===== src/rtl/mv_tile_sequencer.sv =====
// Walks a tiled weight matrix through the combinational MV core, accumulating
// column-tile partial sums per lane and emitting one saturated result per row tile.

module mv_tile_lane #(
    parameter int DW = 8,
    parameter int AW = 10
) (
    input  logic          clk,
    input  logic          rst_n,
    input  logic          clr,
    input  logic          add,
    input  logic [DW-1:0] c,
    output logic [DW-1:0] sat
);
    localparam logic signed [AW-1:0] MAXV = {{(AW-DW+1){1'b0}}, {(DW-1){1'b1}}};
    localparam logic signed [AW-1:0] MINV = {{(AW-DW+1){1'b1}}, {(DW-1){1'b0}}};

    logic signed [AW-1:0] acc;
    logic signed [AW-1:0] sum;

    assign sum = acc + {{(AW-DW){c[DW-1]}}, c};

    // Saturate the running sum including this cycle's partial product, so the
    // last column tile's contribution lands in the result without an extra cycle.
    always_comb begin
        sat = sum[DW-1:0];
        if (sum > MAXV)
            sat = MAXV[DW-1:0];
        else if (sum < MINV)
            sat = MINV[DW-1:0];
    end

    always_ff @(posedge clk) begin
        if (!rst_n)
            acc <= '0;
        else if (clr)
            acc <= '0;
        else if (add)
            acc <= sum;
    end
endmodule

module mv_tile_sequencer #(
    parameter int X           = 6,
    parameter int H           = 6,
    parameter int DATA_WIDTH  = 8,
    parameter int N_ROW_TILES = 2,
    parameter int N_COL_TILES = 2,
    parameter int ADDR_W      = 4,
    localparam int RW = (N_ROW_TILES > 1) ? $clog2(N_ROW_TILES) : 1
) (
    input  logic                                  clk,
    input  logic                                  rst_n,
    input  logic                                  start,
    input  logic [N_COL_TILES*X*DATA_WIDTH-1:0]   x_in,
    output logic                                  busy,
    output logic                                  done,
    output logic                                  w_rd_en,
    output logic [ADDR_W-1:0]                     w_addr,
    input  logic [X*H*DATA_WIDTH-1:0]             w_rdata,
    output logic [X*H*DATA_WIDTH-1:0]             core_a,
    output logic [X*DATA_WIDTH-1:0]               core_b,
    input  logic [H*DATA_WIDTH-1:0]               core_c,
    output logic                                  y_valid,
    input  logic                                  y_ready,
    output logic [H*DATA_WIDTH-1:0]               y_data,
    output logic [RW-1:0]                         y_row_idx
);
    localparam int CW = (N_COL_TILES > 1) ? $clog2(N_COL_TILES) : 1;
    localparam int AW = DATA_WIDTH + $clog2(N_COL_TILES) + 1;
    localparam int TW = X * DATA_WIDTH;

    typedef enum logic [2:0] {
        S_IDLE,
        S_FETCH,
        S_MULT,
        S_OUT,
        S_DONE
    } state_t;

    state_t state, state_nxt;

    logic [RW-1:0]                 row_tile;
    logic [CW-1:0]                 col_tile;
    logic [N_COL_TILES*TW-1:0]     x_lat;
    logic [H-1:0][DATA_WIDTH-1:0]  c_lane;
    logic [H-1:0][DATA_WIDTH-1:0]  sat_lane;
    logic [H-1:0][DATA_WIDTH-1:0]  y_reg;
    logic                          last_col;
    logic                          last_row;
    logic                          accept;
    logic                          lane_clr;
    logic                          lane_add;

    assign last_col = (col_tile == CW'(N_COL_TILES - 1));
    assign last_row = (row_tile == RW'(N_ROW_TILES - 1));
    assign accept   = (state == S_OUT) && y_ready;

    always_comb begin
        state_nxt = state;
        case (state)
            S_IDLE:  if (start) state_nxt = S_FETCH;
            S_FETCH: state_nxt = S_MULT;
            S_MULT:  state_nxt = last_col ? S_OUT : S_FETCH;
            S_OUT:   if (y_ready) state_nxt = last_row ? S_DONE : S_FETCH;
            S_DONE:  state_nxt = S_IDLE;
            default: state_nxt = S_IDLE;
        endcase
    end

    always_comb begin
        busy    = (state != S_IDLE);
        done    = (state == S_DONE);
        w_rd_en = (state == S_FETCH);
        y_valid = (state == S_OUT);
        core_a  = '0;
        core_b  = '0;
        if (state == S_MULT) begin
            core_a = w_rdata;
            core_b = x_lat[(N_COL_TILES - 1 - int'(col_tile)) * TW +: TW];
        end
    end

    assign w_addr    = ADDR_W'(int'(row_tile) * N_COL_TILES + int'(col_tile));
    assign y_data    = y_reg;
    assign c_lane    = core_c;

    // Accumulators restart at pass start and at each row-tile handoff.
    assign lane_clr = ((state == S_IDLE) && start) || (accept && !last_row);
    assign lane_add = (state == S_MULT);

    genvar h;
    generate
        for (h = 0; h < H; h++) begin : g_lane
            mv_tile_lane #(
                .DW (DATA_WIDTH),
                .AW (AW)
            ) u_lane (
                .clk   (clk),
                .rst_n (rst_n),
                .clr   (lane_clr),
                .add   (lane_add),
                .c     (c_lane[h]),
                .sat   (sat_lane[h])
            );
        end
    endgenerate

    always_ff @(posedge clk) begin
        if (!rst_n) begin
            state     <= S_IDLE;
            row_tile  <= '0;
            col_tile  <= '0;
            x_lat     <= '0;
            y_reg     <= '0;
            y_row_idx <= '0;
        end else begin
            state <= state_nxt;
            case (state)
                S_IDLE: begin
                    if (start) begin
                        x_lat    <= x_in;
                        row_tile <= '0;
                        col_tile <= '0;
                    end
                end
                S_MULT: begin
                    col_tile <= last_col ? '0 : col_tile + CW'(1);
                    if (last_col) begin
                        y_reg     <= sat_lane;
                        y_row_idx <= row_tile;
                    end
                end
                S_OUT: begin
                    if (y_ready)
                        row_tile <= last_row ? '0 : row_tile + RW'(1);
                end
                default: ;
            endcase
        end
    end
endmodule


===== config.mk =====
export PLATFORM = sky130hd
export DESIGN_NAME = mv_tile_sequencer
export DESIGN_NICKNAME = d
export VERILOG_FILES = /design/src/rtl/mv_tile_sequencer.sv
export SDC_FILE = /design/constraint.sdc
export NUM_CORES = 1
export LEC_CHECK = 0
export ABC_AREA = 1
export BUFFER_PORTS_ARGS = -buffer_cell sky130_fd_sc_hd__buf_2
export CAP_MARGIN = 20
export CORE_AREA = 2 2 324 326
export CTS_CLUSTER_DIAMETER = 30
export DETAILED_ROUTE_END_ITERATION = 12
export DIE_AREA = 0 0 326 328
export GPL_ROUTABILITY_DRIVEN = 1
export PLACE_DENSITY = 0.43
export SETUP_SLACK_MARGIN = 0.05
export SLEW_MARGIN = 20
export SYNTH_ARGS = -nofsm -noshare
export SYNTH_HDL_FRONTEND = slang
export SYNTH_SLANG_ARGS = --single-unit

===== constraint.sdc =====
create_clock -name clk -period 6.2 [get_ports clk]
set_clock_uncertainty 0.15 [all_clocks]
set_input_delay 1.24 -clock clk [delete_from_list [all_inputs] [get_ports clk]]
set_output_delay 1.24 -clock clk [all_outputs]
set_load 0.05 [all_outputs]

After elaboration in Yosys (flattened, before gate mapping). Index checks and enable logic that the tools add are counted.

Bits in read-only memories: 0. Output and inout port bits: 393. Input port bits: 436. RAM bits: 0. Bits in registers: 210. Logic and storage cells: 88. Memories kept: 0. Latch bits: 0.

Multiplexer cells: 25. Bitwise gates (word level): 1. $mul: 1. Add/subtract/negate cells: 10. Equal/unequal tests: 6. Shifts and indexed selects: 1. $lt $le $gt $ge: 12. Divide/modulo/power cells: 0. Reduce and logical (&&, ||, !) cells: 15.

Operator list (count): $mux W288 (1); $mux W8 (12); $shiftx A96 B9 Y48 (1); $add A10 B10 Y10 (6); $gt A10 B8 Y1 const B (6); $lt A10 B8 Y1 const B (6); $mux W48 (1); $pmux W3 S4 (1); $mux W3 (3); $reduce_and A2 Y1 (4); $eq A3 B2 Y1 const B (2); $mul A2 B3 Y5 const B (1); $mux W1 (4); $pmux W1 S2 (2); $reduce_bool A2 Y1 (2); $add A2 B1 Y3 (1); $eq A3 B1 Y1 const B (1); $eq A3 B3 Y1 const B (1); $logic_and A1 B1 Y1 (3); $logic_not A3 Y1 (1); $reduce_and A3 Y1 (1); $reduce_bool A3 Y1 (1); $add A1 B1 Y1 const B (2); $mux W2 (1); 7 further kinds (7).

Logic depth before layout (Yosys ltp).
Depth in word-level cells: 5. Depth in mapped cells: 14. Gate-level depth less buffers: 14.

By module. From an unflattened synthesis, not the netlist that was laid out.

Cell total of the unflattened synthesis: 2401. Area, all modules: 14285.0 sq um.

By module, submodules not included: mv_tile_sequencer (cells each 1453, area each 8444.3 sq um, times used 1, seq. area each 3002.9 sq um); mv_tile_lane (cells each 158, area each 973.4 sq um, times used 6, seq. area each 200.2 sq um).

Worst setup path before layout. Ideal clock, no wire load.

Path type: register to output. Start point: register state[2]. End point: output core_b[10]. Path buffers: 2. Data required time: 4.810 ns. Stages on the path, launching flop included: 8. Path slack: 2.881 ns. Data arrival time: 1.929 ns. Cell sequence: dfxtp_1 -> nor2_4 -> nand2_4 -> nor2_8 -> inv_2 -> buf_4 -> buf_2 -> o22ai_1.

Word-level cells in the longest chain between the ends: 2.

RTL lines: start: declaration (line 81) `state_t state, state_nxt;`; start signal: assignment (line 158) `state <= state_nxt;`; $eq A3 B2 Y1 (line 118) `if (state == S_MULT) begin`; $mux W48 (line 118); end: declaration (line 62) `output logic [X*DATA_WIDTH-1:0] core_b,`.

Every way passes these cells.

Worst setup path in the final report.
Start point: register state[2]. End point: output core_b[42].

Same word-level chain as after synthesis.

==> impl_metrics.json <==
{
  "overflow": 0,
  "cts_num_sinks": 210,
  "n_fill_cell": 12000,
  "critPathKind": "reg2out",
  "synth_area_sq_um": 13400,
  "syn_to_final_growth_pct": 57.6,
  "drt-initial-drc-count": 1150,
  "final_max_slew_viol_count": 0,
  "initial_core_util_pct": 13.0,
  "slew_headroom_pct": 34.0,
  "worst_pin_slew_ps": 990,
  "ctsHoldBuffers": 0,
  "top_layer": "met5",
  "die_h_um": 328,
  "instances_no_fill": 4433,
  "dr.pass1.iters": 5,
  "cp_max_fo": 104,
  "crit_arrival_ps": 3880,
  "vias": 17100,
  "end_kind": "primary output",
  "io_pins": 829,
  "synthCells": 2201,
  "cts-resized-gates": 0,
  "crit_path_start_kind": "register",
  "cts_buffer_depth": 3,
  "gp_congestion": 1.05,
  "routedWlPerCell_um": 22.8,
  "fp-row-count": 118,
  "status": "complete, no violations",
  "report.final.setup_viol": 0,
  "met1_length_um": 41500,
  "vias_per_cell": 3.85,
  "grt_max_degree": 194,
  "drv_cap": 0,
  "numCtsBuffers": 59,
  "antenna_left": 0,
  "grt_usage_pct": 18.1,
  "finalHoldViolations": 0,
  "yosysSeqAreaShare_pct": 31.3,
  "power_density_nw_per_um2": 295,
  "worstPathRequired_ps": 4810,
  "core_sq_um": 103000,
  "vdd.ir_drop.worst_v": 0.000208,
  "fin_crit_sh_pct": 85.0,
  "die_w_um": 326,
  "grt_pass1_vias": 16300,
  "p_leak_nw": 12.3,
  "cts_root_buf": "clkbuf_16",
  "worst_skew_pair.late_latency_ps": 600,
  "dp_cells": 4309,
  "cts_tree": "yes",
  "drc": 0,
  "die_area_sq_um": 107000,
  "yosys_warnings": 0,
  "grt_pass1_wl_um": 134000,
  "syn-mean-instance-area_sq_um": 6.10,
  "antenna_found_initial": 116,
  "wl_met2_um": 47400,
  "portBuffers": 826,
  "drive_gt1_share_pct": 31.5,
  "ys_seq_elements": 210,
  "postCtsSetupBuffers": 0,
  "nets": 3486,
  "min_period_ps": 5270,
  "synth_cell_type_count": 34,
  "rsz0062_at_grt": "false",
  "max_freq_ghz": 0.190,
  "wl_met3_um": 7620,
  "clk_pin_slew_worst_paths_ps": 50,
  "tns_ps": 0,
  "totalWireLength_um": 101000,
  "h-tree-depth": 2,
  "hp-class": "reg2reg",
  "hpwlAfterDp_um": 87500
}
[state kept, by name, summed over array words and instances, names as in the netlist]
| register | count |
|---|---|
| y_row_idx | 1 |
| last_row | 1 |
| state | 3 |
| g_lane.u_lane.acc | 60 |
| x_lat | 96 |
| y_data | 48 |
| col_tile | 1 |
[where the power goes]
group          internal (W)  switching (W)  leakage [nW]
Clock               0.00249       0.000919          1.09
Combinational      0.000352        0.00101          9.50
Sequential          0.00144      0.0000291          1.72
Total               0.00428        0.00196          12.3
[per-stage QoR]
stage	cell area [sq um]	util, %	setup WS [ps]	hold WS, ps	total power (W)
2_1_floorplan	13400	-	2880	280	0.00235
3_3_place_gp	18900	18.3	1540	298	0.00287
3_5_place_dp	18900	18.3	1420	297	0.00287
4_1_cts	21100	20.5	766	304	0.00632
5_1_grt	21200	20.5	590	318	0.00652
6_report	21200	20.5	928	307	0.00624
[cells in the mapped netlist (all sizes together)]
master	number	area share [%]
nand2	398	11
fa	6	0.89
nand3b	5	0.28
conb	1	0.028
clkbuf	46	1.3
nor2	337	9.7
a21oi	217	8.3
o211ai	24	1.3
nand3	50	1.9
xor2	19	1.2
inv	541	15
o21ai	143	5.3
dfxtp	210	31
nand4	12	0.56
o21a	3	0.17
o22ai	48	2.2
a31oi	6	0.28
nor3	3	0.20
buf	61	2.5
xnor2	17	1.1
ha	54	5.0
[final timing paths]
check / depth (start not counted) / slack (ps) / endpoint / start
worst max-delay path: 6 / 930 / core_b[42] / state[2]
worst min-delay path: 2 / 310 / x_lat[29] / x_lat[29]
worst max register to register: 7 / 2220 / y_data[30] / state[2]
worst min register to register: 2 / 310 / x_lat[29] / x_lat[29]
[layer usage]
| metal | track usage (%) | vias to the layer above |
|---|---|---|
| met5 | 0 | - |
| met4 | 6.94 | 40 |
| met3 | 5.38 | 270 |
| met2 | 30.3 | 777 |
| met1 | 21.6 | 7682 |
| li1 | - | 8297 |
[critical path, stage by stage (launching register included)]
cell and delay [ps]:
dfxtp_1 370, nor2_4 240, nand2_8 420, nor2_8 720, clkinv_2 770, o22ai_1 390
buf_2 330
[cell families after synthesis]
logic type                 synth area share (%)
and+or+nand+nor                            23.8
buffers and inverters                      18.9
AOI/OAI and AO/OA                          17.7
DFF                                        31.3
adders and majority gates                  5.93
xor gates and xnor gates                   2.35
other                                    0.0279
[placed cells by master (no fill, tap or decap), drive strengths merged, types with 15 or more instances in the layout]
| cell type | synthesis | final |
|---|---|---|
| xnor2 | 17 | 17 |
| nor2 | 337 | 337 |
| inv | 541 | 541 |
| ha | 54 | 54 |
| nand3 | 50 | 50 |
| nand2 | 398 | 398 |
| dfxtp | 210 | 210 |
| o211ai | 24 | 24 |
| a21oi | 217 | 217 |
| buf | 61 | 834 |
| clkbuf | 46 | 79 |
| o21ai | 143 | 143 |
| o22ai | 48 | 48 |
| xor2 | 19 | 19 |
| bufinv | 0 | 15 |
[cell type report]
| class | instances | area (sq um) | area share [%] |
|---|---|---|---|
| multi-input cells | 1344 | 6710 | 31.7 |
| repair buffers | 834 | 4220 | 19.9 |
| flip-flops and latches | 210 | 4200 | 19.9 |
| inverters | 541 | 2030 | 9.60 |
| well taps | 1380 | 1730 | 8.16 |
| clock buffers | 79 | 1670 | 7.90 |
| clock inverters | 31 | 559 | 2.64 |
| diodes | 14 | 35.0 | 0.166 |
(Power assumes the default switching activity.)
